--- src/rtl/udp_in_arb.sv ---
// Packet-atomic round-robin arbiter feeding the udp_top input FIFO; zero-latency data mux, req_full mirrors in_full for the owner.
// Optional per-requester packet counters are enabled with `define UDP_ARB_STATS_EN.
module udp_in_arb #(
  parameter int NUM_REQ = 2,
  parameter int CNT_W   = 16
) (
  input  logic                     clk,
  input  logic                     reset,
  input  logic [NUM_REQ-1:0]       req_req,
  input  logic [NUM_REQ-1:0]       req_wr_en,
  input  logic [NUM_REQ*8-1:0]     req_din,
  input  logic [NUM_REQ-1:0]       req_wr_sof,
  input  logic [NUM_REQ-1:0]       req_wr_eof,
  output logic [NUM_REQ-1:0]       req_full,
  output logic                     in_wr_en,
  output logic [7:0]               in_din,
  output logic                     in_wr_sof,
  output logic                     in_wr_eof,
  input  logic                     in_full,
  output logic [NUM_REQ-1:0]       grant,
  output logic                     err_proto,
  output logic [NUM_REQ*CNT_W-1:0] pkt_cnt
);

  localparam int IW = $clog2(NUM_REQ);

  typedef enum logic {IDLE, SEND} state_t;

  state_t             state_q, state_d;
  logic [NUM_REQ-1:0] grant_d;
  logic [IW-1:0]      last_q, last_d;
  logic [IW-1:0]      own_idx, nxt_idx, cand;
  logic               first_q, first_d;
  logic               found, acc;
  logic               wr_en_sel, sof_sel, eof_sel;
  logic [7:0]         din_sel;
  int                 scan;

  // Owner select; grant is one-hot, so at most one term contributes.
  always_comb begin
    own_idx   = '0;
    wr_en_sel = 1'b0;
    din_sel   = '0;
    sof_sel   = 1'b0;
    eof_sel   = 1'b0;
    for (int i = 0; i < NUM_REQ; i++) begin
      if (grant[i]) begin
        own_idx   = IW'(i);
        wr_en_sel = req_wr_en[i];
        din_sel   = req_din[i*8 +: 8];
        sof_sel   = req_wr_sof[i];
        eof_sel   = req_wr_eof[i];
      end
    end
  end

  // Round-robin scan starting just after the last packet's owner.
  always_comb begin
    nxt_idx = '0;
    found   = 1'b0;
    scan    = 0;
    cand    = '0;
    for (int k = 1; k <= NUM_REQ; k++) begin
      scan = (int'(last_q) + k) % NUM_REQ;
      cand = IW'(scan);
      if (!found && req_req[cand]) begin
        found   = 1'b1;
        nxt_idx = cand;
      end
    end
  end

  assign acc       = (state_q == SEND) & wr_en_sel & ~in_full;
  assign req_full  = {NUM_REQ{in_full}} | ~grant;
  assign in_wr_en  = acc;
  assign in_din    = acc ? din_sel : 8'h00;
  assign in_wr_sof = acc & sof_sel;
  assign in_wr_eof = acc & eof_sel;
  // Flag framing errors but still forward the byte; the FIFO owner decides what to drop.
  assign err_proto = acc & (first_q ? ~sof_sel : sof_sel);

  always_comb begin
    state_d = state_q;
    grant_d = grant;
    last_d  = last_q;
    first_d = first_q;
    case (state_q)
      IDLE: begin
        if (found) begin
          state_d = SEND;
          grant_d = NUM_REQ'(1) << nxt_idx;
          first_d = 1'b1;
        end
      end
      SEND: begin
        if (acc) begin
          first_d = 1'b0;
          if (eof_sel) begin
            state_d = IDLE;
            grant_d = '0;
            last_d  = own_idx;
          end
        end
      end
    endcase
  end

  always_ff @(posedge clk or posedge reset) begin
    if (reset) begin
      state_q <= IDLE;
      grant   <= '0;
      last_q  <= IW'(NUM_REQ - 1);
      first_q <= 1'b0;
    end else begin
      state_q <= state_d;
      grant   <= grant_d;
      last_q  <= last_d;
      first_q <= first_d;
    end
  end

`ifdef UDP_ARB_STATS_EN
  logic [CNT_W-1:0] cnt_q [NUM_REQ];

  always_ff @(posedge clk or posedge reset) begin
    if (reset) begin
      for (int i = 0; i < NUM_REQ; i++) cnt_q[i] <= '0;
    end else begin
      for (int i = 0; i < NUM_REQ; i++) begin
        if (acc && eof_sel && grant[i]) cnt_q[i] <= cnt_q[i] + CNT_W'(1);
      end
    end
  end

  for (genvar i = 0; i < NUM_REQ; i++) begin : g_pack
    assign pkt_cnt[i*CNT_W +: CNT_W] = cnt_q[i];
  end
`else
  assign pkt_cnt = '0;
`endif

endmodule

--- config.mk ---
export PLATFORM = sky130hd
export DESIGN_NAME = udp_in_arb
export DESIGN_NICKNAME = d
export VERILOG_FILES = /design/src/rtl/udp_in_arb.sv
export SDC_FILE = /design/constraint.sdc
export NUM_CORES = 1
export LEC_CHECK = 0
export ABC_AREA = 1
export CORE_ASPECT_RATIO = 0.6
export CORE_UTILIZATION = 26
export DETAILED_ROUTE_END_ITERATION = 7
export PLACE_DENSITY = 0.88
export SLEW_MARGIN = 20
export SYNTH_ARGS = -nofsm -noshare
export SYNTH_HDL_FRONTEND = slang
export SYNTH_SLANG_ARGS = --single-unit
--- constraint.sdc ---
create_clock -name clk -period 1.5 [get_ports clk]
set_clock_uncertainty 0.2 [all_clocks]
set_input_delay 0.375 -clock clk [delete_from_list [all_inputs] [get_ports clk]]
set_output_delay 0.375 -clock clk [all_outputs]
set_load 0.1 [all_outputs]
== Word-level counts from Yosys, hierarchy flattened ==
Cells that the tools add are included.

* $add $sub $neg: 2
* Order comparisons: 2
* Equal/unequal tests: 3
* Shift operators: 1
* Muxes and demuxes: 30
* Bitwise gates (word level): 10
* Reductions and logical operators: 5

{| class="wikitable"
|+ Operator list
! operator !! number
|-
| 8-bit two-way mux || 3
|-
| 1-bit two-way mux || 21
|-
| 2-bit two-way mux || 3
|-
| 3-bit AND reduction || 2
|-
| 1-bit AND || 5
|-
| 1-bit by 2-bit < comparator with 1-bit output, second input constant || 2
|-
| 2-bit by 1-bit inequality test with 1-bit output, second input constant || 2
|-
| 1-bit one-hot mux with 2 select lines || 2
|-
| 2-bit one-hot mux with 2 select lines || 1
|-
| 1-bit NOT || 3
|-
| 1-bit adder, second input constant || 2
|-
| 2-bit inequality test, second input constant || 1
|-
| 2-bit NOT || 1
|-
| 2-bit bitwise OR || 1
|-
| 2-bit AND reduction || 1
|-
| 1-bit by 1-bit << shifter with 2-bit output, first input constant || 1
|-
| 1-bit logical AND || 1
|-
| 1-bit zero test || 1
|}

* Bits in registers: 5
* Bits of input ports: 27
* Output and inout bits: 48
* Logic and storage cells: 57

== Logic depth before layout (Yosys ltp) ==
* Word-level depth: 10
* Mapped depth: 9
* Mapped depth without buffers: 8

== Worst setup path after synthesis ==
OpenSTA, ideal clock, no wires.

* Path kind: reg-to-output
* Start: reg grant[0]
* End: out err_proto
* Arrival time: 3.305 ns
* Required time: 0.925 ns
* Path slack: -2.380 ns
* Cell stages (with the launch flop): 7
* Path buffers: 0
* Path through: dfrtp_1 -> nand3_2 -> nand2_2 -> nand2_4 -> inv_1 -> nand2_1 -> nor2_1

* Word-level cells in the longest chain between the ends: 5
* Elaborated cells on any way between the ends: 9
* Classes of those cells: mux: 5; bitwise: 4

{| class="wikitable"
|+ RTL lines
! item !! RTL line !! text
|-
| start: declaration || 20 || <nowiki>output logic [NUM_REQ-1:0] grant,</nowiki>
|-
| start signal: assignment || 116 || <nowiki>grant <= grant_d;</nowiki>
|-
| 1-bit two-way mux (2 in a row) || 47 || <nowiki>if (grant[i]) begin</nowiki>
|-
| 1-bit AND (2 in a row) || 73 || <nowiki>assign acc = (state_q == SEND) & wr_en_sel & ~in_full;</nowiki>
|-
| net in_wr_en || 15 || <nowiki>output logic in_wr_en,</nowiki>
|-
| 1-bit AND || 80 || <nowiki>assign err_proto = acc & (first_q ? ~sof_sel : sof_sel);</nowiki>
|-
| end: declaration || 21 || <nowiki>output logic err_proto,</nowiki>
|}

The timed path passes the listed nets, and every way through them passes these cells.

== Final worst setup path ==
* Start: reg grant[1]
* End: out in_wr_eof

* Word-level cells in the longest chain between the ends: 4
* Elaborated cells on any way between the ends: 5
* Classes of those cells: mux: 2; bitwise: 3

{| class="wikitable"
|+ RTL lines
! item !! RTL line !! text
|-
| 1-bit two-way mux || 47 ||
|-
| 1-bit AND (2 in a row) || 73 ||
|-
| 1-bit AND (*) || 78 || <nowiki>assign in_wr_eof = acc & eof_sel;</nowiki>
|-
| end: declaration || 18 || <nowiki>output logic in_wr_eof,</nowiki>
|}

Mark *: on every way between the ends. The rest lies on a longest branch, timed or not.

==> results.json <==
{
  "cp.required_ns": 0.92,
  "wl_met3_um": 149,
  "core_area_um2": 2557,
  "period_needed_ns": 2.039,
  "period_share_pct": 136.0,
  "grt_pass1_vias": 782,
  "p_leak_nw": 0.7201,
  "io_pins": 75,
  "io_buffers": 42,
  "path_clk_slew_ns": 0.04,
  "routabilityCongestion": 0.7229,
  "crit_start": "grant[1]$_DFFE_PP0P_",
  "endpoint_kind": "output pin",
  "cap_violations": 0,
  "grt_pass1_wl_mm": 3.657,
  "grt.total_usage_pct": 15.56,
  "yosys.area_share.simple_pct": 26.22,
  "synthTopCellsByArea": "buf_4 34%, dfrtp_1 14%, nand2_1 9.9%",
  "synth_top_area_share_pct": 34.38,
  "r2r_cells": 10,
  "crit_arrival_ns": 1.46,
  "p_total_mw": 0.8204,
  "synth-compound-area-share_pct": 13.37,
  "synth_xor_area_share_pct": 0,
  "violations": "negative setup slack",
  "yosysUniqueCellTypes": 20,
  "top_layer": "met4",
  "place.detailed.instances": 188,
  "cts_buffer_depth": 2,
  "cts-buffers-inserted": 3,
  "dr.first_iter.drc_count": 7,
  "peakVddDrop_mv": 0.3192,
  "reg2reg_from": "grant[1]$_DFFE_PP0P_",
  "rrSetupSlack_ns": -0.06,
  "status": "finished, violations left",
  "nets": 197,
  "finalHoldViolCount": 0,
  "wl_per_cell_um": 11.13,
  "dp_hpwl_mm": 1.811,
  "setup_tns_ns": -7.537,
  "dp_slack_ns": -0.6722,
  "start_util_pct": 28.18,
  "timing.fmax_mhz": 490.4,
  "antenna_found_initial": 0,
  "ys_seq_area_share_pct": 17.53,
  "syn_avg_cell_area_um2": 7.066,
  "multi_input_area_um2": 548.0,
  "cts.sinks": 5,
  "critPathKind": "reg2out",
  "postCtsHoldBufs": 0,
  "area_growth_pct": 126.0,
  "holdWs_ns": 0.1502,
  "ys_ff_latch": 5,
  "r2r_end": "grant[0]$_DFFE_PP0P_",
  "nFillCells": 232,
  "yosys.area_share.adder_pct": 0,
  "drc": 0,
  "h-tree-depth": 1,
  "num_rows": 14,
  "crit_end": "in_wr_eof",
  "final-instance-count-excl-fill": 201,
  "synth_top_family_by_area": "buffers and inverters",
  "final_max_slew_viol_count": 0,
  "dieArea_um2": 2993,
  "synth_top_area_cell": "buf_4",
  "viasPerCell": 4.040,
  "n_antenna_cell": 0,
  "p_per_area_nw_per_um2": 503.6,
  "setup_viol": 20,
  "rsz0062_at_grt": "yes",
  "drt-met1-wl_um": 836,
  "layout-drive-gt1-share_pct": 50.89,
  "drt_first_pass_iters": 4,
  "netlist_instances": 102,
  "cts_root_buf": "clkbuf_8",
  "dr_wl_met2_mm": 1.217,
  "insertion_delay_ns": 0.22,
  "synth_area_um2": 720.7,
  "crit_path_start_kind": "flop",
  "drtAntennaViolNets": 0,
  "setup_ws_ns": -0.5393,
  "crit_fanout": 7,
  "finalWirelength_mm": 2.238,
  "grt_overflow": 0,
  "cts_tree": "yes",
  "yosys_warnings": 0,
  "worstHoldPathType": "in2async",
  "synthMuxAreaShare_pct": 0,
  "grt_start_max_net_pins": 8,
  "die_w_um": 69.97,
  "dieHeight_um": 42.78,
  "dr_total_vias": 812,
  "regArea_um2": 131.4
}
-- cell usage after synthesis --
library cell  number
conb_1             1
o21ai_2            1
inv_2              3
nor2_1            11
dfrtp_1            4
dfstp_2            1
a22oi_2            1
inv_1              5
buf_6              2
nand2_1           19
nand3_1            3
nand3_2            1
nand2_2            1
a22oi_1            8
o21ai_1            1
buf_4             33
nand2_4            1
o21ai_0            2
buf_2              1
nor2_4             3
-- what timing repair did --
action	4_1_cts	5_1_grt
gates resized for setup	23	11
pin swaps	14	4
endpoints found under the setup margin	21	21
buffers inserted	5	4
-- cells by family after synthesis --
family                 count (synthesis)
and+or+nand+nor                       39
AOI/OAI and AO/OA                     13
buffers and inverters                 44
other                                  1
DFF                                    5
-- stage by stage --
step           cell area [µm²]  utilization, %
5_1_grt                   1629           63.70
6_report                  1629           63.70
2_1_floorplan            904.6               -
3_3_place_gp              1403           54.84
3_5_place_dp              1403           54.84
4_1_cts                   1562           61.06
-- placed cells by master, fill, tap and decap left out, types with 2 or more instances in the layout --
cell / synthesis / routed
nand3_1: 3 / 3
dfrtp_1: 4 / 2
nor2_4: 3 / 13
nand2_2: 1 / 5
nand2_4: 1 / 3
inv_1: 5 / 3
buf_6: 2 / 7
a22oi_2: 1 / 9
clkdlybuf4s50_1: 0 / 23
buf_4: 33 / 16
buf_12: 0 / 18
conb_1: 1 / 32
inv_2: 3 / 4
dlygate4sd2_1: 0 / 3
nand2_1: 19 / 13
o21ai_1: 1 / 2
clkbuf_8: 0 / 3
-- cell type report --
type / instances / share of cell area (%)
flip-flops and latches: 5 / 8.065
repair buffers: 68 / 51.00
multi-input cells: 84 / 33.64
inverters: 8 / 2.074
well taps: 32 / 2.458
clock buffers: 4 / 2.765
-- critical path: stages (launching register included) --
cell and delay (ns):
dfrtp_2 0.45, buf_4 0.15, buf_8 0.11, nand2_1 0.06, nand2_2 0.08, inv_2 0.05, nor2_4 0.14, buf_12 0.19
-- registers in the layout (all words and copies together), names as in the netlist --
name and cells:
first_q 1, grant 2, last_q 1, state_q 1
-- routing by layer --
metal / global-route usage [%] / vias up
li1: - / 391
met1: 17.81 / 380
met2: 27.69 / 37
met3: 3.800 / 4
met4: 7.200 / 0
met5: 0 / -
-- how the worst min path moves through the flow --
stage	start	endpoint	slack (ns)
2_1_floorplan	reset	first_q$_DFFE_PP0P_	-0.05
3_3_place_gp	last_q$_DFFE_PP1P_	last_q$_DFFE_PP1P_	0.26
3_5_place_dp	last_q$_DFFE_PP1P_	last_q$_DFFE_PP1P_	0.29
4_1_cts	reset	grant[0]$_DFFE_PP0P_	0.15
5_1_grt	reset	grant[0]$_DFFE_PP0P_	0.19
6_report	reset	grant[0]$_DFFE_PP0P_	0.15
-- report_power, final --
| group | leakage [nW] | switching [mW] | total, mW | internal [mW] |
|---|---|---|---|---|
| combinational | 0.645 | 0.371 | 0.432 | 0.0604 |
| sequential | 0.0521 | 0 | 0.136 | 0.136 |
| clock | 0.0228 | 0.0699 | 0.253 | 0.183 |
(Power assumes the default switching activity.)
